### config.mk
export PLATFORM = sky130hd
export DESIGN_NAME = mem_access_unit
export DESIGN_NICKNAME = d
export VERILOG_FILES = /design/src/rtl/mem_access_unit.sv
export SDC_FILE = /design/constraint.sdc
export NUM_CORES = 1
export LEC_CHECK = 0
export CORE_ASPECT_RATIO = 1.2
export CORE_MARGIN = 4
export CORE_UTILIZATION = 52
export DETAILED_ROUTE_END_ITERATION = 8
export GPL_TIMING_DRIVEN = 0
export HOLD_SLACK_MARGIN = 0.02
export PLACE_DENSITY = 0.87
export SLEW_MARGIN = 10
export SYNTH_ARGS = -nofsm -noshare
export SYNTH_HDL_FRONTEND = slang
export SYNTH_SLANG_ARGS = --single-unit
export TNS_END_PERCENT = 100
### constraint.sdc
create_clock -name cpu_clk_50M -period 5.15 [get_ports cpu_clk_50M]
set_clock_uncertainty 0.15 [all_clocks]
set_input_delay 0.515 -clock cpu_clk_50M [delete_from_list [all_inputs] [get_ports cpu_clk_50M]]
set_output_delay 0.515 -clock cpu_clk_50M [all_outputs]
set_load 0.03 [all_outputs]
### src/rtl/mem_access_unit.sv
// Load/store unit bridging the pipeline to a single-beat data bus.
// Handles lane steering, sign extension, misalignment and bus-timeout exceptions.
module mem_access_unit #(
  parameter int unsigned DATA_W     = 32,
  parameter int unsigned ADDR_W     = 32,
  parameter int unsigned BIG_ENDIAN = 1,
  parameter int unsigned TIMEOUT    = 16
) (
  input  logic                cpu_clk_50M,
  input  logic                cpu_rst,
  input  logic                op_valid,
  input  logic [2:0]          op_type,
  input  logic [ADDR_W-1:0]   op_addr,
  input  logic [31:0]         op_wdata,
  input  logic                flush,
  output logic                stall_o,
  output logic                ld_valid,
  output logic [31:0]         ld_data,
  output logic                exc_valid,
  output logic [4:0]          exc_code,
  output logic [ADDR_W-1:0]   exc_badvaddr,
  output logic                dbus_req,
  output logic                dbus_we,
  output logic [DATA_W/8-1:0] dbus_be,
  output logic [ADDR_W-1:0]   dbus_addr,
  output logic [DATA_W-1:0]   dbus_wdata,
  input  logic                dbus_ack,
  input  logic [DATA_W-1:0]   dbus_rdata
);
  localparam int unsigned NB    = DATA_W / 8;
  localparam int unsigned OFS_W = $clog2(NB);

  typedef enum logic [1:0] {S_IDLE, S_BUSY, S_DONE} state_t;
  state_t r_state, w_next;

  logic [2:0]        r_type;
  logic [ADDR_W-1:0] r_addr;
  logic [DATA_W-1:0] r_rdata;
  logic [7:0]        r_cnt;
  logic              r_cancel, r_exc;
  logic [4:0]        r_exc_code;
  logic              r_dbus_req, r_dbus_we;
  logic [NB-1:0]     r_dbus_be;
  logic [ADDR_W-1:0] r_dbus_addr;
  logic [DATA_W-1:0] r_dbus_wdata;

  logic              w_accept, w_is_load, w_misal, w_ack, w_timeout;
  logic [2:0]        w_size, w_rsize;
  logic [OFS_W-1:0]  w_k, w_rk;
  logic [NB-1:0]     w_be;
  logic [DATA_W-1:0] w_wdata;
  logic [7:0]        w_byte;
  logic [31:0]       w_raw, w_ld;

  function automatic logic [2:0] f_size(input logic [2:0] t);
    case (t)
      3'b000, 3'b001, 3'b101: f_size = 3'd1;
      3'b010, 3'b011, 3'b110: f_size = 3'd2;
      default:                f_size = 3'd4;
    endcase
  endfunction

  // Physical byte slot (data bits [8p+7:8p]) holding bus lane 'lane'.
  function automatic int unsigned f_pos(input int unsigned lane);
    f_pos = (BIG_ENDIAN != 0) ? (NB - 1 - (lane % NB)) : (lane % NB);
  endfunction

  assign w_size    = f_size(op_type);
  assign w_rsize   = f_size(r_type);
  assign w_k       = op_addr[OFS_W-1:0];
  assign w_rk      = r_addr[OFS_W-1:0];
  assign w_is_load = (op_type <= 3'b100);
  assign w_misal   = ((w_size == 3'd2) && op_addr[0]) ||
                     ((w_size == 3'd4) && (op_addr[1:0] != 2'b00));
  assign w_ack     = dbus_ack & r_dbus_req;
  assign w_timeout = (r_cnt == 8'(TIMEOUT - 1));

  always_comb begin
    w_be = '0;
    for (int unsigned i = 0; i < NB; i++)
      if ((i >= 32'(w_k)) && (i < 32'(w_k) + 32'(w_size))) w_be[f_pos(i)] = 1'b1;
  end

  // Aligned lanes make plain replication correct for either byte order.
  always_comb begin
    case (w_size)
      3'd1:    w_wdata = {NB{op_wdata[7:0]}};
      3'd2:    w_wdata = {(NB/2){op_wdata[15:0]}};
      default: w_wdata = {(NB/4){op_wdata}};
    endcase
    if (w_is_load) w_wdata = '0;
  end

  always_comb begin
    w_raw  = '0;
    w_byte = '0;
    for (int unsigned i = 0; i < 4; i++) begin
      if (i < 32'(w_rsize)) begin
        w_byte = r_rdata[8*f_pos(32'(w_rk) + i) +: 8];
        if (BIG_ENDIAN != 0) w_raw = {w_raw[23:0], w_byte};
        else                 w_raw[8*i +: 8] = w_byte;
      end
    end
    case (r_type)
      3'b000:  w_ld = {{24{w_raw[7]}}, w_raw[7:0]};
      3'b001:  w_ld = {24'h0, w_raw[7:0]};
      3'b010:  w_ld = {{16{w_raw[15]}}, w_raw[15:0]};
      3'b011:  w_ld = {16'h0, w_raw[15:0]};
      default: w_ld = w_raw;
    endcase
  end

  always_ff @(posedge cpu_clk_50M) begin
    if (cpu_rst) r_state <= S_IDLE;
    else         r_state <= w_next;
  end

  always_comb begin
    w_next       = r_state;
    w_accept     = 1'b0;
    stall_o      = 1'b0;
    ld_valid     = 1'b0;
    ld_data      = '0;
    exc_valid    = 1'b0;
    exc_code     = '0;
    exc_badvaddr = '0;
    case (r_state)
      S_IDLE: begin
        if (op_valid && !flush) begin
          w_accept = 1'b1;
          stall_o  = 1'b1;
          w_next   = w_misal ? S_DONE : S_BUSY;
        end
      end
      S_BUSY: begin
        stall_o = 1'b1;
        if (w_ack || w_timeout) w_next = S_DONE;
      end
      S_DONE: begin
        w_next = S_IDLE;
        if (!r_cancel && !flush) begin
          if (r_exc) begin
            exc_valid    = 1'b1;
            exc_code     = r_exc_code;
            exc_badvaddr = r_addr;
          end else if (r_type <= 3'b100) begin
            ld_valid = 1'b1;
            ld_data  = w_ld;
          end
        end
      end
      default: w_next = S_IDLE;
    endcase
  end

  always_ff @(posedge cpu_clk_50M) begin
    if (cpu_rst) begin
      r_type       <= '0;
      r_addr       <= '0;
      r_rdata      <= '0;
      r_cnt        <= '0;
      r_cancel     <= 1'b0;
      r_exc        <= 1'b0;
      r_exc_code   <= '0;
      r_dbus_req   <= 1'b0;
      r_dbus_we    <= 1'b0;
      r_dbus_be    <= '0;
      r_dbus_addr  <= '0;
      r_dbus_wdata <= '0;
    end else if (r_state == S_IDLE) begin
      if (w_accept) begin
        r_type     <= op_type;
        r_addr     <= op_addr;
        r_cnt      <= '0;
        r_cancel   <= 1'b0;
        r_exc      <= w_misal;
        r_exc_code <= w_is_load ? 5'h04 : 5'h05;
        if (!w_misal) begin
          r_dbus_req   <= 1'b1;
          r_dbus_we    <= !w_is_load;
          r_dbus_be    <= w_be;
          r_dbus_addr  <= op_addr & ~ADDR_W'(NB - 1);
          r_dbus_wdata <= w_wdata;
        end
      end
    end else if (r_state == S_BUSY) begin
      r_cancel <= r_cancel | flush;
      if (w_ack || w_timeout) begin
        r_dbus_req   <= 1'b0;
        r_dbus_we    <= 1'b0;
        r_dbus_be    <= '0;
        r_dbus_addr  <= '0;
        r_dbus_wdata <= '0;
        if (w_ack) begin
          r_rdata <= dbus_rdata;
        end else begin
          r_exc      <= 1'b1;
          r_exc_code <= 5'h07;
        end
      end else begin
        r_cnt <= r_cnt + 8'd1;
      end
    end
  end

  assign dbus_req   = r_dbus_req;
  assign dbus_we    = r_dbus_we;
  assign dbus_be    = r_dbus_be;
  assign dbus_addr  = r_dbus_addr;
  assign dbus_wdata = r_dbus_wdata;
endmodule

==> flow_metrics.env <==
export IMPL_gp_congestion=0.927
export IMPL_clk_path_buf_depth=2
export IMPL_ys_types=57
export IMPL_hp_class="flip-flop to flip-flop"
export IMPL_synth_area_per_cell_um2=7.65
export IMPL_synth_warnings=0
export IMPL_cpPeakStageDelay_ns=0.70
export IMPL_drive_gt1_share_pct=7.54
export IMPL_clockRootBuffer="clkbuf_16"
export IMPL_max_slew_margin_rel_pct=28.7
export IMPL_drt_vias_per_instance=5.95
export IMPL_synthCells=1064
export IMPL_hpwlAfterDp_mm=23.3
export IMPL_hold_violations=0
export IMPL_post_route_util_pct=75.4
export IMPL_fillers=1123
export IMPL_crit_top_cell="buf_2"
export IMPL_leakagePower_nw=3.91
export IMPL_whs_ns=0.301
export IMPL_ant_nets=0
export IMPL_cts_tree="done"
export IMPL_final_nets=1439
export IMPL_finalSetupViolations=0
export IMPL_path_clk_slew_ns=0.06
export IMPL_cts_sinks=150
export IMPL_drc=0
export IMPL_io_buffers=240
export IMPL_finalWorstSetupSlack_ns=0.270
export IMPL_period_share_pct=94.8
export IMPL_syn2layout_area_growth_pct=40.2
export IMPL_crit_arrival_ns=4.22
export IMPL_critPathMaxFanout=10
export IMPL_dr_pass1_iters=6
export IMPL_synth_area_um2=8140
export IMPL_cts_inserted_buffers=17
export IMPL_rsz0062_at_grt="no"
export IMPL_tightest_slew_ns=1.07
export IMPL_startpoint_type="flip-flop"
export IMPL_num_rows=49
export IMPL_synth_top_cells_by_count="nand2_1 (256), a21oi_1 (161), dfxtp_1 (150)"
export IMPL_fp_dieW_um=122
export IMPL_ctsHoldBuffers=0
export IMPL_dr_first_iter_drc_count=829
export IMPL_vdd_drop_max_mv=0.253
export IMPL_ys_ff_latch=150
export IMPL_pre_cts_slack_ns=0.479
export IMPL_grt_pass1_wl_mm=47.6
export IMPL_instances_no_fill=1543
export IMPL_yosysMostFrequentCell="nand2_1"
export IMPL_ys_top_cells_by_area="dfxtp_1 (37%), nand2_1 (12%), a21oi_1 (9.9%)"
export IMPL_status="finished clean"
export IMPL_clk_latency_ns=0.43
export IMPL_htree_levels=4
export IMPL_p_per_area_nw_per_um2=261
export IMPL_dr_total_vias=9177
export IMPL_async_reset_ff_share_pct=0
export IMPL_die_h_um=145
export IMPL_core_area_um2=15100
export IMPL_fin_tns_setup_ns=0
export IMPL_wl_mm=30.6
export IMPL_yosys_area_top_type_share_pct=36.9
export IMPL_cts_resized=0
export IMPL_yosys_area_top_type="dfxtp_1"
export IMPL_required_ns=4.49
export IMPL_path_cells="buf_2 > nor2b_1 > nor2_2 > ha_1 > buf_2 > clkinv_1 > or3_1 > o211ai_1 > o31ai_2 > buf_4 > o22ai_1 > clkdlybuf4s50_1"
export IMPL_die_area_um2=17700
export IMPL_synth_edf_count=0
export IMPL_antenna_found_initial=0
export IMPL_placedCellCount=1511
export IMPL_slew_violations=0
export IMPL_max_freq_ghz=0.205
export IMPL_first_global_vias=9321
export IMPL_grt_ovfl_total=0
export IMPL_start_util_pct=53.7
export IMPL_wl_per_cell_um=19.9
export IMPL_maxCapViolCount=0
export IMPL_track_usage_pct=33.6
export IMPL_cp_end_kind="output pin"
export IMPL_synth_flop_cell="dfxtp_1"
export IMPL_worstSetupPathType="flip-flop to output pin"
export IMPL_cts_setup_buffers=0
export IMPL_cpLargestDelayFamily="buffers and inverters"
export IMPL_cpMaxStageDelayCell="clkdlybuf4s50_1"
export IMPL_grt_max_degree=17
export IMPL_critPathBufInv=5
export IMPL_antenna_cells=0
export IMPL_period_minus_slack_ns=4.88
export IMPL_io_pins=246
export IMPL_synth_seq_area_share_pct=36.9
## per-layer routing
layer	share of wire, %	up-vias	global-route usage (%)
li1	-	4258	-
met2	51	477	59.5
met5	0	-	0
met4	4.4	0	16.2
met1	35	4333	36.0
met3	9.1	109	10.0
## worst register-to-register path, delay by kind of cell, from the launching register on
kind                       cells  cell delay [ns]
AOI/OAI and AO/OA              4             1.41
DFF                            1             0.34
and+or+nand+nor                1             0.17
buffers and inverters          2             0.91
adders and majority gates      1             0.24
## final timing paths
kind / end / from / depth (start not counted) / slack [ns]
setup / recovery: ld_data[22] / r_type[0] / 12 / 0.27
hold / removal: r_addr[10] / r_addr[10] / 2 / 0.30
setup reg to reg: dbus_wdata[31] / r_cnt[0] / 8 / 1.85
hold reg to reg: r_addr[10] / r_addr[10] / 2 / 0.30
## layout make-up
type	instances	area [um2]	area share, %
Sequential cell	150	3000	26.3
Clock buffer	19	443	3.88
Timing Repair Buffer	240	2400	21.0
Multi-Input combinational cell	801	4660	40.9
Clock inverter	13	151	1.33
Buffer	103	448	3.92
Tap cell	204	255	2.24
Inverter	13	48.8	0.427
## power by group
part | switching, mW | internal [mW]
logic | 0.311 | 0.206
clock network | 0.517 | 0.732
registers | 0.0214 | 1.20
total | 0.850 | 2.13
## per-stage QoR
stage               power (mW)  cell area [um2]
global placement          1.73            10800
detailed placement        1.74            10800
finish                    2.98            11400
global route              3.07            11400
CTS                       2.97            11400
floorplan                 1.52             8150
## flip-flops by register name (all words and copies together) (netlist names), 2 cells and up
signal	count
r_exc_code	3
r_cnt	8
dbus_be	4
dbus_wdata	32
r_addr	32
r_rdata	32
r_type	3
r_state	2
dbus_addr	30
## cell families after synthesis
logic type | count (synthesis) | share of synthesized area, %
XOR/XNOR | 5 | 0.538
AO/OA/AOI/OAI | 342 | 24.0
adder cells (fa/ha/maj) | 9 | 1.48
multiplexers | 57 | 9.72
AND/OR/NAND/NOR | 384 | 21.2
flip-flops | 150 | 36.9
other | 1 | 0.0461
buffers and inverters | 116 | 6.09
## layout by cell type, fill, tap and decap left out, types with 5 or more instances in the layout
cell type	count
clkdlybuf4s50_1	240
a211oi_1	7
mux4_2	16
dfxtp_1	150
and2_1	8
o22ai_1	9
nor2_1	27
nor2b_1	6
nand2b_1	6
clkinv_4	6
inv_1	12
nand3_1	11
xnor2_1	5
a22o_1	8
ha_1	8
clkbuf_1	77
o21ai_1	6
clkbuf_16	17
mux2_2	16
o211ai_1	12
and3_1	37
a21oi_1	161
nand2_1	256
a211o_1	10
buf_2	12
a221oi_1	6
nor3_1	9
a22oi_1	10
o21ai_0	95
mux2i_1	25
buf_4	8
No activity file was read; power rests on OpenSTA's default activity.
